<file path="src/rtl/ultrasonic_ranger.sv">
// Ultrasonic ranger controller: periodic trigger pulse, echo-width measurement
// in whole centimetres with saturation at 511 cm, and no-echo timeout reporting.
module ultrasonic_ranger #(
   parameter int unsigned TRIG_CYCLES      = 500,
   parameter int unsigned CYCLES_PER_CM    = 2900,
   parameter int unsigned ECHO_WAIT_CYCLES = 1500000,
   parameter int unsigned PERIOD_CYCLES    = 3000000
) (
   input  logic       clk,
   input  logic       reset_n,
   input  logic       enable,
   input  logic       echo,
   output logic       trigger,
   output logic [8:0] distance,
   output logic       distance_valid,
   output logic       timeout,
   output logic       busy
);

   localparam int unsigned DIST_W    = 9;
   localparam int unsigned TIMER_MAX = (TRIG_CYCLES > ECHO_WAIT_CYCLES) ? TRIG_CYCLES : ECHO_WAIT_CYCLES;
   localparam int unsigned TIMER_W   = (TIMER_MAX > 1) ? $clog2(TIMER_MAX) : 1;
   localparam int unsigned SUB_W     = (CYCLES_PER_CM > 1) ? $clog2(CYCLES_PER_CM) : 1;
   localparam int unsigned PERIOD_W  = $clog2(PERIOD_CYCLES + 1);

   localparam logic [DIST_W-1:0]   DIST_MAX     = '1;
   localparam logic [DIST_W-1:0]   DIST_PRE_MAX = DIST_MAX - DIST_W'(1);
   localparam logic [PERIOD_W-1:0] PERIOD_MAX   = '1;

   typedef enum logic [2:0] {
      ST_IDLE      = 3'd0,
      ST_TRIG      = 3'd1,
      ST_WAIT_ECHO = 3'd2,
      ST_MEASURE   = 3'd3,
      ST_HOLDOFF   = 3'd4
   } state_t;

   state_t              state_q, state_d;
   logic [TIMER_W-1:0]  timer_q, timer_d;
   logic [SUB_W-1:0]    sub_q, sub_d;
   logic [DIST_W-1:0]   cm_q, cm_d;
   logic [PERIOD_W-1:0] period_q, period_d;
   logic                echo_meta_q, echo_meta_d;
   logic                echo_s_q, echo_s_d;
   logic                trigger_q, trigger_d;
   logic [DIST_W-1:0]   distance_q, distance_d;
   logic                distance_valid_q, distance_valid_d;
   logic                timeout_q, timeout_d;
   logic                busy_q, busy_d;

   // Echo-count step shared by the echo-detect cycle and MEASURE
   logic [SUB_W-1:0]    sub_base, sub_step;
   logic [DIST_W-1:0]   cm_base, cm_step;
   logic                sub_wrap;

   // State register, counters, synchroniser and registered outputs
   always_ff @(posedge clk or negedge reset_n) begin
      if (!reset_n) begin
         state_q          <= ST_IDLE;
         timer_q          <= '0;
         sub_q            <= '0;
         cm_q             <= '0;
         period_q         <= '0;
         echo_meta_q      <= 1'b0;
         echo_s_q         <= 1'b0;
         trigger_q        <= 1'b0;
         distance_q       <= '0;
         distance_valid_q <= 1'b0;
         timeout_q        <= 1'b0;
         busy_q           <= 1'b0;
      end else begin
         state_q          <= state_d;
         timer_q          <= timer_d;
         sub_q            <= sub_d;
         cm_q             <= cm_d;
         period_q         <= period_d;
         echo_meta_q      <= echo_meta_d;
         echo_s_q         <= echo_s_d;
         trigger_q        <= trigger_d;
         distance_q       <= distance_d;
         distance_valid_q <= distance_valid_d;
         timeout_q        <= timeout_d;
         busy_q           <= busy_d;
      end
   end

   // Next-state, counter and output logic
   always_comb begin
      state_d          = state_q;
      timer_d          = timer_q;
      sub_d            = sub_q;
      cm_d             = cm_q;
      period_d         = (period_q == PERIOD_MAX) ? period_q : period_q + PERIOD_W'(1);
      echo_meta_d      = echo;
      echo_s_d         = echo_meta_q;
      distance_d       = distance_q;
      distance_valid_d = 1'b0;
      timeout_d        = timeout_q;

      // The echo-detect cycle counts as the first echo cycle from cleared counters
      sub_base = (state_q == ST_MEASURE) ? sub_q : '0;
      cm_base  = (state_q == ST_MEASURE) ? cm_q  : '0;
      sub_wrap = (sub_base == SUB_W'(CYCLES_PER_CM - 1));
      sub_step = sub_wrap ? '0 : sub_base + SUB_W'(1);
      cm_step  = sub_wrap ? cm_base + DIST_W'(1) : cm_base;

      case (state_q)
         ST_IDLE: begin
            if (enable) begin
               state_d  = ST_TRIG;
               period_d = '0;
               timer_d  = '0;
            end
         end

         ST_TRIG: begin
            if (timer_q == TIMER_W'(TRIG_CYCLES - 1)) begin
               state_d = ST_WAIT_ECHO;
               timer_d = '0;
            end else begin
               timer_d = timer_q + TIMER_W'(1);
            end
         end

         ST_WAIT_ECHO: begin
            if (echo_s_q) begin
               state_d = ST_MEASURE;
               sub_d   = sub_step;
               cm_d    = cm_step;
            end else if (timer_q == TIMER_W'(ECHO_WAIT_CYCLES - 1)) begin
               state_d   = ST_HOLDOFF;
               timeout_d = 1'b1;
            end else begin
               timer_d = timer_q + TIMER_W'(1);
            end
         end

         ST_MEASURE: begin
            if (!echo_s_q) begin
               state_d          = ST_HOLDOFF;
               distance_d       = cm_q;
               distance_valid_d = 1'b1;
               timeout_d        = 1'b0;
            end else if (sub_wrap && (cm_q == DIST_PRE_MAX)) begin
               state_d          = ST_HOLDOFF;
               distance_d       = DIST_MAX;
               distance_valid_d = 1'b1;
               timeout_d        = 1'b0;
            end else begin
               sub_d = sub_step;
               cm_d  = cm_step;
            end
         end

         ST_HOLDOFF: begin
            // Overdue period (long echo) leaves as soon as echo drops
            if (!echo_s_q && (period_q >= PERIOD_W'(PERIOD_CYCLES - 2))) begin
               state_d = ST_IDLE;
            end
         end

         default: begin
            state_d = ST_IDLE;
         end
      endcase

      trigger_d = (state_d == ST_TRIG);
      busy_d    = (state_d != ST_IDLE);
   end

   assign trigger        = trigger_q;
   assign distance       = distance_q;
   assign distance_valid = distance_valid_q;
   assign timeout        = timeout_q;
   assign busy           = busy_q;

endmodule

</file>
<file path="config.mk">
export PLATFORM = sky130hd
export DESIGN_NAME = ultrasonic_ranger
export DESIGN_NICKNAME = d
export VERILOG_FILES = /design/src/rtl/ultrasonic_ranger.sv
export SDC_FILE = /design/constraint.sdc
export NUM_CORES = 1
export LEC_CHECK = 0
export CORE_MARGIN = 2
export CORE_UTILIZATION = 27
export DETAILED_ROUTE_END_ITERATION = 16
export PLACE_DENSITY = 0.47
export SYNTH_ARGS = -nofsm -noshare
export SYNTH_HDL_FRONTEND = slang
export SYNTH_SLANG_ARGS = --single-unit
export TNS_END_PERCENT = 30
</file>
<file path="constraint.sdc">
create_clock -name clk -period 4.3 [get_ports clk]
set_clock_uncertainty 0.15 [all_clocks]
set_input_delay 1.29 -clock clk [delete_from_list [all_inputs] [get_ports clk]]
set_output_delay 1.29 -clock clk [all_outputs]
set_load 0.005 [all_outputs]
</file>
* Word-level counts from Yosys, hierarchy flattened
Cells that the tools add are included.
** Storage, ports and cells
- RAM bits :: 0
- Input port bits :: 4
- Output and inout bits :: 13
- Word-level logic and storage cells :: 85
- Latch bits :: 0
- ROM bits :: 0
- Register bits :: 82
- Memories kept :: 0
** Cells by class
- Multipliers :: 0
- Bitwise logic cells :: 0
- Magnitude comparators :: 1
- Divide/modulo/power cells :: 0
- Multiplexer cells :: 38
- Shifts and indexed selects :: 0
- $add $sub $neg :: 4
- Reductions and logical operators :: 11
- Equality and inequality tests :: 19
** Operators with widths (number)
- $mux W21 :: 4
- $mux W22 :: 3
- $mux W9 :: 7
- $pmux W21 S3 :: 1
- $mux W12 :: 5
- $pmux W12 S2 :: 1
- $add A22 B1 Y22 const B :: 1
- $eq A22 B22 Y1 const B :: 1
- $ge A22 B22 Y1 const B :: 1
- $add A21 B1 Y21 const B :: 1
- $eq A21 B21 Y1 const B :: 1
- $eq A21 B9 Y1 const B :: 1
- $mux W3 :: 7
- $pmux W9 S2 :: 1
- $pmux W3 S5 :: 1
- $ne A2 B2 Y1 const B :: 7
- $add A12 B1 Y12 const B :: 1
- $eq A12 B12 Y1 const B :: 1
- $reduce_and A4 Y1 :: 3
- $add A9 B1 Y9 const B :: 1
- $eq A9 B9 Y1 const B :: 1
- $mux W1 :: 7
- $eq A3 B1 Y1 const B :: 2
- $eq A3 B2 Y1 const B :: 2
- 10 further kinds :: 12

* Longest topological paths before layout
Gate-level depths: netlist of run 1.
- Depth after elaboration :: 8
- Depth in mapped cells :: 12

* Worst setup path after synthesis of run 1
OpenSTA, ideal clock, no wires.
- Path kind :: register to register
- Start :: register state_q[2]
- End :: register busy_q (netlist: busy)
- Stages on the path, launching flop included :: 10
- Data required time :: 4.012 ns
- Library setup time :: 0.138 ns
- Clock period less this slack :: 3.351 ns
- Data arrival time :: 3.062 ns
- Slack :: 0.949 ns
- Path through :: dfrtp_1 buf_2 nor3b_1 and2_1 ha_1 nand4bb_4 or4_1 buf_2 o21a_1 or4b_1
** On the way
- Longest elaborated chain between the ends :: 8
- Elaborated cells on any way between the ends :: 17
- Those cells by class :: eq/ne (5); mux (9); reduce/logical (3)
** RTL lines
- from (decl) :: line 38 : state_t state_q, state_d;
- from (signal assigned) :: line 72 : state_q <= state_d;
- $eq A3 B2 Y1 :: line 101, 107
- $mux W12 :: line 101 : sub_base = (state_q == ST_MEASURE) ? sub_q : '0;
- $eq A12 B12 Y1 :: line 103 : sub_wrap = (sub_base == SUB_W'(CYCLES_PER_CM - 1));
- $logic_and A1 B1 Y1 :: line 144 : end else if (sub_wrap && (cm_q == DIST_PRE_MAX)) begin
- $mux W3 :: line 144
- $mux W3 :: line 139 : if (!echo_s_q) begin
- $pmux W3 S5 (*) :: line 107 : case (state_q)
- $reduce_bool A3 Y1 (*) :: line 168 : busy_d = (state_d != ST_IDLE);
- named net busy_d :: line 49 : logic busy_q, busy_d;
- to (signal assigned) :: line 83 : busy_q <= busy_d;
- to (decl) :: line 49
Mark *: on every way through the listed nets, which the timed path passes. The rest lies on a longest branch.
A chain may end at the register's enable or synchronous reset.

* Worst setup path in the final report of run 1
- Start :: register state_q[0]
- End :: register busy_q (netlist: busy)
The elaborated chain is that of the path after synthesis.

==> metrics.csv, run 1 <==
stage,metric,value,unit
timing,Sum Neg Setup Slack,0,ns
route,Detailed Routing Iterations Pass 1,5,
clocking,post-cts resize count,0,
timing,min Tclk post-route,3.559,ns
floorplanning,Row Count,46,
floorplanning,die height,131.8,um
clocking,clock sinks,82,
setup_path,Crit Path Class,reg2reg,
outcome,status,"finished, final reports clean",
layout,area grow syn2layout,16.05,%
pwr,clock power share,0.393,
logic_synthesis,mux share of post-synthesis cell area,0.002268,
logic_synthesis,ys async rst share,1.000,
timing,Fmax achieved,281.0,MHz
timing,Final setup viols,0,
clocking,H-tree levels,3,
timing,unrepaired setup endpoints after global routing,false,
route,routed vias,3553,
route,Via density,5.025,
layout,"Design Area, Final",5121,um^2
place,Post-DP Area,4825,um^2
layout,Final #Nets,495,
route,"antenna viol nets, final",0,
clocking,CTS tree,yes,
setup_path,worst reg2reg setup slack,0.74,ns
floorplanning,area of the core,15940,um^2
logic_synthesis,"EDFF count, synth",0,
clocking,"Reg clk slew, reported paths",0.06,ns
setup_path,CP peak stage delay,0.72,ns
setup_path,Crit. End Element,flip-flop,
logic_synthesis,"area leader, netlist",dfrtp_1,
floorplanning,Horiz. Die Dim,131.8,um
floorplanning,io pins,17,
global_routing,total grt overflow,0,
layout,final cell utilization of the core,0.3212,
clocking,setup bufs post-CTS,0,
route,Post-route DRC,0,
pwr,Sw Pwr,0.0005549,W
setup_path,Worst EP arrival,3.63,ns
pwr,Peak supply drop,0.1601,mV
logic_synthesis,syn_nets,477,
timing,Slew Limit Fails,0,
setup_path,startpoint types,flip-flop,
global_routing,number of global-route vias before repair,3574,
logic_synthesis,synth unique cells,62,
logic_synthesis,Synth Area in Compound Gates,0.1514,
clocking,Clock Tree Root,clkbuf_16,
logic_synthesis,"Cell Area, Synth",4413,um^2
place,detailed placement HPWL,7.377,mm
logic_synthesis,adder-cell share of the synthesized area,0.01418,
logic_synthesis,"top cells by count, synth","dfrtp_1, nor2_1, nand2_1",
pwr,Comb pwr share,0.114,
place,I/O Buffers,16,
timing,Final Cycle Share,0.8276,
pwr,power per cell area,383.9,nW/um^2
timing,Hold WS,0.2044,ns
logic_synthesis,top-count cell post-synth,dfrtp_1,
pwr,sequential share of power,0.493,
logic_synthesis,XOR/XNOR Fraction of Synth Area,0.06351,
pwr,Int Pwr,0.001411,W
clocking,Clock Tree Buf Depth,2,
logic_synthesis,post-synth top area share,0.4650,
route,WL/cell,14.82,um
logic_synthesis,fraction of the mapped netlist area in simple logic gates,0.2801,
layout,Layout fillers,1667,
global_routing,pin count of the biggest net entering global routing,66,
floorplanning,full die area,17380,um^2
route,Post-Route WL,10.48,mm
logic_synthesis,sequential area share after synthesis,0.4650,
min_path,worst min-delay path class,reg2reg,
floorplanning,initial core utilization,0.2768,
logic_synthesis,Mapped Avg Cell Area,9.429,um^2
place,gp weighted congestion,0.8129,
route,Iteration-0 DRC Markers,185,
timing,final hold violation count,0,
pwr,Leak,1.974,nW
pwr,Switching Share,0.2823,
logic_synthesis,number of synthesized register bits,82,
layout,layout cells sized above 1,0.08147,
timing,Slew headroom,0.2024,
logic_synthesis,warning count from the yosys run,0,
setup_path,crit path max-delay cell type,or4_1,
timing,Worst-Margin Slew,1.187,ns
logic_synthesis,Synth Instances,468,
logic_synthesis,Post-synth top flop,dfrtp_1,
run,Max Cap Viol,0,
logic_synthesis,synth top area cells,"dfrtp_1, nor2_1, xor2_1, nand2_1, nand3_1",
global_routing,Tot GR Track Use,0.1307,
setup_path,WP data required,4.37,ns
global_routing,wire length of the first global-routing pass,18.46,mm
global_routing,initial antenna violation count,0,
clocking,Hold Buf Count CTS,0,
setup_path,critical path cell sequence,inv_1 > nor3b_1 > buf_4 > and2_1 > ha_1 > nand4bb_4 > or4_1 > o21a_1 > or4b_1,
logic_synthesis,largest family of logic cells by synthesized area,simple AND/OR/NAND/NOR gates,
clocking,insertion delay to the later sink of the worst-skew pair,0.35,ns
setup_path,CP Max Fanout,11,
layout,Ant. Diodes,0,
clocking,total CTS buffers,9,
## final cells by class
cell class / instances / area, um^2 / share of cell area
clock inverters: 6 / 67.56 / 0.01319
multi-input cells: 363 / 2262 / 0.4417
clock buffers: 10 / 229.0 / 0.04471
well taps: 216 / 270.3 / 0.05277
flip-flops and latches: 82 / 2052 / 0.4007
repair buffers: 24 / 217.7 / 0.04251
inverters: 6 / 22.52 / 0.004398
## through the flow
step	instances	power [W]	setup WS [ns]
5_1_grt	707	0.002089	0.5149
4_1_cts	707	0.001995	0.7382
6_report	707	0.001966	0.7411
3_3_place_gp	691	0.001198	0.8882
2_1_floorplan	468	0.001124	0.9491
3_5_place_dp	691	0.001207	0.7543
## cells in the final DEF (no fill, tap or decap), types with 7 or more instances in the layout
cell type,n
dfrtp_1,82
nor2_1,45
nand2_1,44
nand3_1,32
o21ai_0,32
a21oi_1,24
xor2_1,19
nand4_1,17
clkdlybuf4s50_1,15
xnor2_1,13
or3_1,13
nor3_1,12
o22a_1,9
clkbuf_16,9
buf_4,9
and3_1,8
and2_1,8
or4_1,7
## sequential cells by signal, summed over array words and instances (netlist names)
signal / flops
busy: 1
trigger: 1
distance_valid: 1
timer_q: 21
timeout: 1
cm_q: 9
distance: 9
echo_s_q: 1
sub_q: 12
state_q: 3
period_q: 22
echo_meta_q: 1
## layer usage
layer	part of all wire	global-route usage	routed length, um
met2	0.46	0.1975	4818
met3	0.030	0.02768	314
met1	0.50	0.1828	5191
met5	0	0	0
met4	0.015	0.05133	152
## path summary, 6_finish.rpt
kind,start,end,depth (start not counted)
max,state_q[0],busy,9
min reg2reg,echo_meta_q,echo_s_q,0
max in group asynchronous,reset_n,timer_q[7],2
min in group asynchronous,reset_n,period_q[13],1
min,echo_meta_q,echo_s_q,0
max reg2reg,state_q[0],busy,9
## critical path, delay by kind of cell (launching register included)
kind | cells | cell delay, ns
adder cells (fa/ha/maj) | 1 | 0.31
AND/OR/NAND/NOR | 5 | 1.74
buffers and inverters | 2 | 0.39
AO/OA/AOI/OAI | 1 | 0.30
flip-flops | 1 | 0.53
## kinds of logic after synthesis
group,count (synthesis)
multiplexers,1
XOR/XNOR,32
adder cells (fa/ha/maj),5
flip-flops,82
AO/OA/AOI/OAI,100
AND/OR/NAND/NOR,225
buffers and inverters,23
## power by group through the flow
stage	Sequential, W	Clock (W)	Combinational [W]
floorplan	0.000947	0	0.000177
global placement	0.000976	0	0.000221
CTS	0.000967	0.000799	0.000229
global route	0.000990	0.000837	0.000262
finish	0.000968	0.000772	0.000225
detailed placement	0.000980	0	0.000227
No activity file was read; power rests on OpenSTA's default activity.
==> run 2: changes to the inputs <==
Settings changed: PLACE_DENSITY 0.47 to 0.48.
Clock period 4.3 ns to 3.2 ns, I/O delays scaled along.
==> metrics.csv, run 2 (same netlist as run 1, synthesis figures left out) <==
stage,metric,value,unit
floorplanning,area of the core,15940,um^2
setup_path,critical path cell sequence,nor3b_2 > and2_1 > ha_1 > nand4bb_4 > or4_1 > o21a_1 > or4b_1,
setup_path,Crit Path Class,reg2reg,
setup_path,CP peak stage delay,0.57,ns
global_routing,total grt overflow,0,
outcome,status,"finished, final reports clean",
place,post-place setup slack,0.2443,ns
route,Iteration-0 DRC Markers,190,
clocking,insertion delay to the later sink of the worst-skew pair,0.34,ns
layout,max reg flops,22,
timing,Worst-Margin Slew,0.6601,ns
route,Via density,5.045,
setup_path,crit-path leading delay family,simple AND/OR/NAND/NOR gates,
setup_path,WP data required,3.26,ns
pwr,power per cell area,497.4,nW/um^2
clocking,Hold Buf Count CTS,0,
min_path,worst min-delay path class,reg2reg,
layout,layout cells sized above 1,0.1074,
timing,unrepaired setup endpoints after global routing,false,
run,Max Cap Viol,0,
layout,area grow syn2layout,18.66,%
clocking,total CTS buffers,9,
clocking,"Reg clk slew, reported paths",0.06,ns
layout,Ant. Diodes,0,
route,"antenna viol nets, final",0,
global_routing,number of global-route vias before repair,3635,
timing,min Tclk post-route,2.890,ns
clocking,Clock Tree Buf Depth,2,
clocking,CTS tree,yes,
place,Post-DP Area,4945,um^2
layout,"most common cell after layout, fill and taps aside",dfrtp_1,
floorplanning,initial core utilization,0.2768,
place,I/O Buffers,16,
setup_path,"Buf+Inv Stages, Crit Path",0,
layout,"commonest non-fill, non-tap cells in the layout","dfrtp_1, nor2_1, nand2_1",
setup_path,startpoint types,flip-flop,
timing,Final Cycle Share,0.9031,
timing,Final setup viols,0,
setup_path,CP Max Fanout,5,
route,WL/cell,15.08,um
layout,biggest regs,"period_q (22), timer_q (21), sub_q (12)",
layout,Reg with most FFs,period_q,
timing,final hold violation count,0,
timing,Slew Limit Fails,0,
min_path,HP Start,echo_meta_q,
clocking,post-cts resize count,0,
clocking,Clock Tree Root,clkbuf_16,
route,Detailed Routing Iterations Pass 1,4,
layout,"Design Area, Final",5236,um^2
pwr,Peak supply drop,0.2697,mV
timing,Fmax achieved,346.0,MHz
floorplanning,io pins,17,
global_routing,initial antenna violation count,0,
layout,Final #Nets,507,
route,Post-route DRC,0,
global_routing,wire length of the first global-routing pass,18.91,mm
route,Post-Route WL,10.84,mm
setup_path,Worst EP arrival,2.95,ns
timing,Sum Neg Setup Slack,0,ns
setup_path,crit path max-delay cell type,or4_1,
setup_path,Crit. End Element,flip-flop,
place,gp weighted congestion,0.8250,
floorplanning,die height,131.8,um
clocking,H-tree levels,3,
floorplanning,full die area,17380,um^2
floorplanning,Horiz. Die Dim,131.8,um
setup_path,r2r startpoint,state_q[2],
global_routing,Tot GR Track Use,0.1329,
floorplanning,Row Count,46,
global_routing,pin count of the biggest net entering global routing,52,
route,routed vias,3627,
clocking,setup bufs post-CTS,0,
place,detailed placement HPWL,7.710,mm
setup_path,crit path launch,state_q[2],
timing,final setup slack of the worst path,0.3101,ns
clocking,clock sinks,82,
pwr,Leak,2.042,nW
timing,Slew headroom,0.5570,
[run 2: cell count changes in the layout (fill, tap and decap cells not counted), sizes merged]
cell      change
buf          +12
clkbuf        +1
bufinv        -1
clkinvlp      +2
clkinv        -2
[run 2: per-stage QoR]
| step | hold WS (ns) | util | cells | power, W |
|---|---|---|---|---|
| 3_3_place_gp | 0.2252 | 0.3102 | 703 | 0.001616 |
| 5_1_grt | 0.2464 | 0.3284 | 719 | 0.002759 |
| 3_5_place_dp | 0.2163 | 0.3102 | 703 | 0.001626 |
| 2_1_floorplan | 0.1812 | - | 468 | 0.001511 |
| 6_report | 0.2270 | 0.3284 | 719 | 0.002605 |
| 4_1_cts | 0.2310 | 0.3284 | 719 | 0.002648 |
[run 2: path summary, 6_finish.rpt]
| path | end | slack (ns) | depth (start not counted) |
|---|---|---|---|
| setup / recovery | busy | 0.31 | 7 |
| hold / removal | echo_s_q | 0.23 | 0 |
| setup reg to reg | busy | 0.31 | 7 |
| hold reg to reg | echo_s_q | 0.23 | 0 |
| max in group asynchronous | sub_q[7] | 1.84 | 2 |
| min in group asynchronous | period_q[0] | 0.42 | 1 |
[run 2: where the power goes]
| group | switching, W | total, W | internal (W) |
|---|---|---|---|
| combinational | 0.000165 | 0.000305 | 0.000140 |
| sequential | 0.000150 | 0.00130 | 0.00115 |
| clock | 0.000429 | 0.000998 | 0.000569 |
| total | 0.000745 | 0.00260 | 0.00186 |
[run 2: routing by layer]
metal | global-route usage | share of wire | vias to the layer above
li1 | - | - | 1791
met1 | 0.1845 | 0.49 | 1779
met2 | 0.2065 | 0.47 | 49
met3 | 0.02422 | 0.030 | 8
met4 | 0.05012 | 0.010 | 0
met5 | 0 | 0 | -
[run 2: layout make-up]
cell class / count / area (um^2)
Clock buffer: 11 / 252.7
Clock inverter: 5 / 38.79
Fill cell: 1656 / 10710
Inverter: 6 / 22.52
Multi-Input combinational cell: 363 / 2267
Sequential cell: 82 / 2052
Tap cell: 216 / 270.3
Timing Repair Buffer: 36 / 332.8
==> edit: new RTL, settings of run 2 <==
`cm_q` no longer has a reset.
--- a/src/rtl/ultrasonic_ranger.sv
+++ b/src/rtl/ultrasonic_ranger.sv
@@ -61,3 +61,2 @@
          sub_q            <= '0;
-         cm_q             <= '0;
          period_q         <= '0;
@@ -74,3 +73,2 @@
          sub_q            <= sub_d;
-         cm_q             <= cm_d;
          period_q         <= period_d;
@@ -84,2 +82,6 @@
       end
+   end
+
+   always_ff @(posedge clk) begin
+      cm_q <= cm_d;
    end
Formal check against the unedited RTL: same outputs for any inputs over 10 cycles, from zero or initial values and one cycle with reset_n low; that may be too few to reach the edited logic, so the function may still have changed.
==> edit against run 2 <==
Area after synthesis up 1.9%. Wire length decreased by 3.5%. Critical path depth rose by 2. Sequential share of layout area grew 0.58 points. Via count rose by 1.5%. Die area is 1.8% higher. Final cell count grew 1.5%. Maximum frequency rose by 3.9%. Sequential cell count unchanged. Utilization shrank 0.70 points. Design area rose by 0.72%. Total power is 1.3% higher. Setup slack improved by 0.11 ns.
==> edit: results (changes against run 2) <==
| Metric | Value |
|---|---|
| XOR/XNOR Fraction of Synth Area | `6.62% (was 6.35%)` |
| Post-Syn Nets | `491 (was 477)` |
| Slowest CP cell | `or4b_1 (was or4_1)` |
| First-pass GRT wire length | `17400 um (was 18900 um)` |
| Final setup margin | `0.418 ns (was 0.310 ns)` |
| DR vias/cell | `5.05 (was 5.04)` |
| Grt met3 use | `3.49% (was 2.42%)` |
| Post-DP HPWL | `7160 um (was 7710 um)` |
| Power share of the sequential group | `49.8% (was 49.9%)` |
| Status | `complete, no violations (unchanged)` |
| GR Util met2 | `19.2% (was 20.7%)` |
| Net Sw Frac | `27.9% (was 28.6%)` |
| Pleak | `0.00202 uW (was 0.00204 uW)` |
| Top cells by area, synth | `dfrtp_1 (41%), edfxtp_1 (6.0%), nor2_1 (4.7%) (was dfrtp_1 (46%), nor2_1 (3.8%), xor2_1 (3.8%))` |
| Initial DRC Count | `257 (was 190)` |
| R2R Path Start | `state_q[0] (was state_q[2])` |
| DR WL met3 | `387 um (was 324 um)` |
| Largest net degree at the start of global routing | `74 (was 52)` |
| EDFF count, synth | `9 (was 0)` |
| Layout cell share with drive strength beyond 1 | `10.2% (was 10.7%)` |
| Non-Filler Instances | `730 (was 719)` |
| Placed Cells | `714 (was 703)` |
| Routed wl met2 | `4630 um (was 5040 um)` |
| FFs w/ async S/R, synth | `89.0% (was 100%)` |
| Delay of the slowest critical-path stage | `0.47 ns (was 0.57 ns)` |
| Nets@finish | `514 (was 507)` |
| Routed length on met1 | `5270 um (was 5360 um)` |
| Synth Area in Compound Gates | `12.5% (was 15.1%)` |
| Place WS | `0.240 ns (was 0.244 ns)` |
| Multiplexer area fraction after synthesis | `0.751% (was 0.227%)` |
| Post-synth top cells | `dfrtp_1 (73), nor2_1 (56), nand2_1 (43) (was dfrtp_1 (82), nor2_1 (45), nand2_1 (44))` |
edit: changes by cell type after synthesis, moves of 9 or more:
cell      before  now
nand3_1       32   22
edfxtp_1       0    9
o22a_1         9    0
nor2_1        45   56
clkbuf_1       7   16
dfrtp_1       82   73
edit: power groups by stage:
| stage | sequential, uW | clock, uW | combinational [uW] |
|---|---|---|---|
| 3_3_place_gp | 1330 | 0 | 282 |
| 5_1_grt | 1330 | 1120 | 329 |
| 3_5_place_dp | 1330 | 0 | 286 |
| 2_1_floorplan | 1290 | 0 | 226 |
| 6_report | 1310 | 1040 | 284 |
| 4_1_cts | 1310 | 1080 | 289 |
edit: final cells by class:
class                   count  area, um^2
well taps                 220         275
multi-input cells         366        2270
clock buffers              10         229
inverters                  13        48.8
repair buffers             33         285
fillers                  1687       11100
clock inverters             6        66.3
flip-flops and latches     82        2100
edit: through the flow:
step	hold slack (ns)	utilization (%)
floorplan	0.181	-
global placement	0.188	30.3
detailed placement	0.211	30.3
CTS	0.225	32.1
global route	0.226	32.1
finish	0.222	32.1
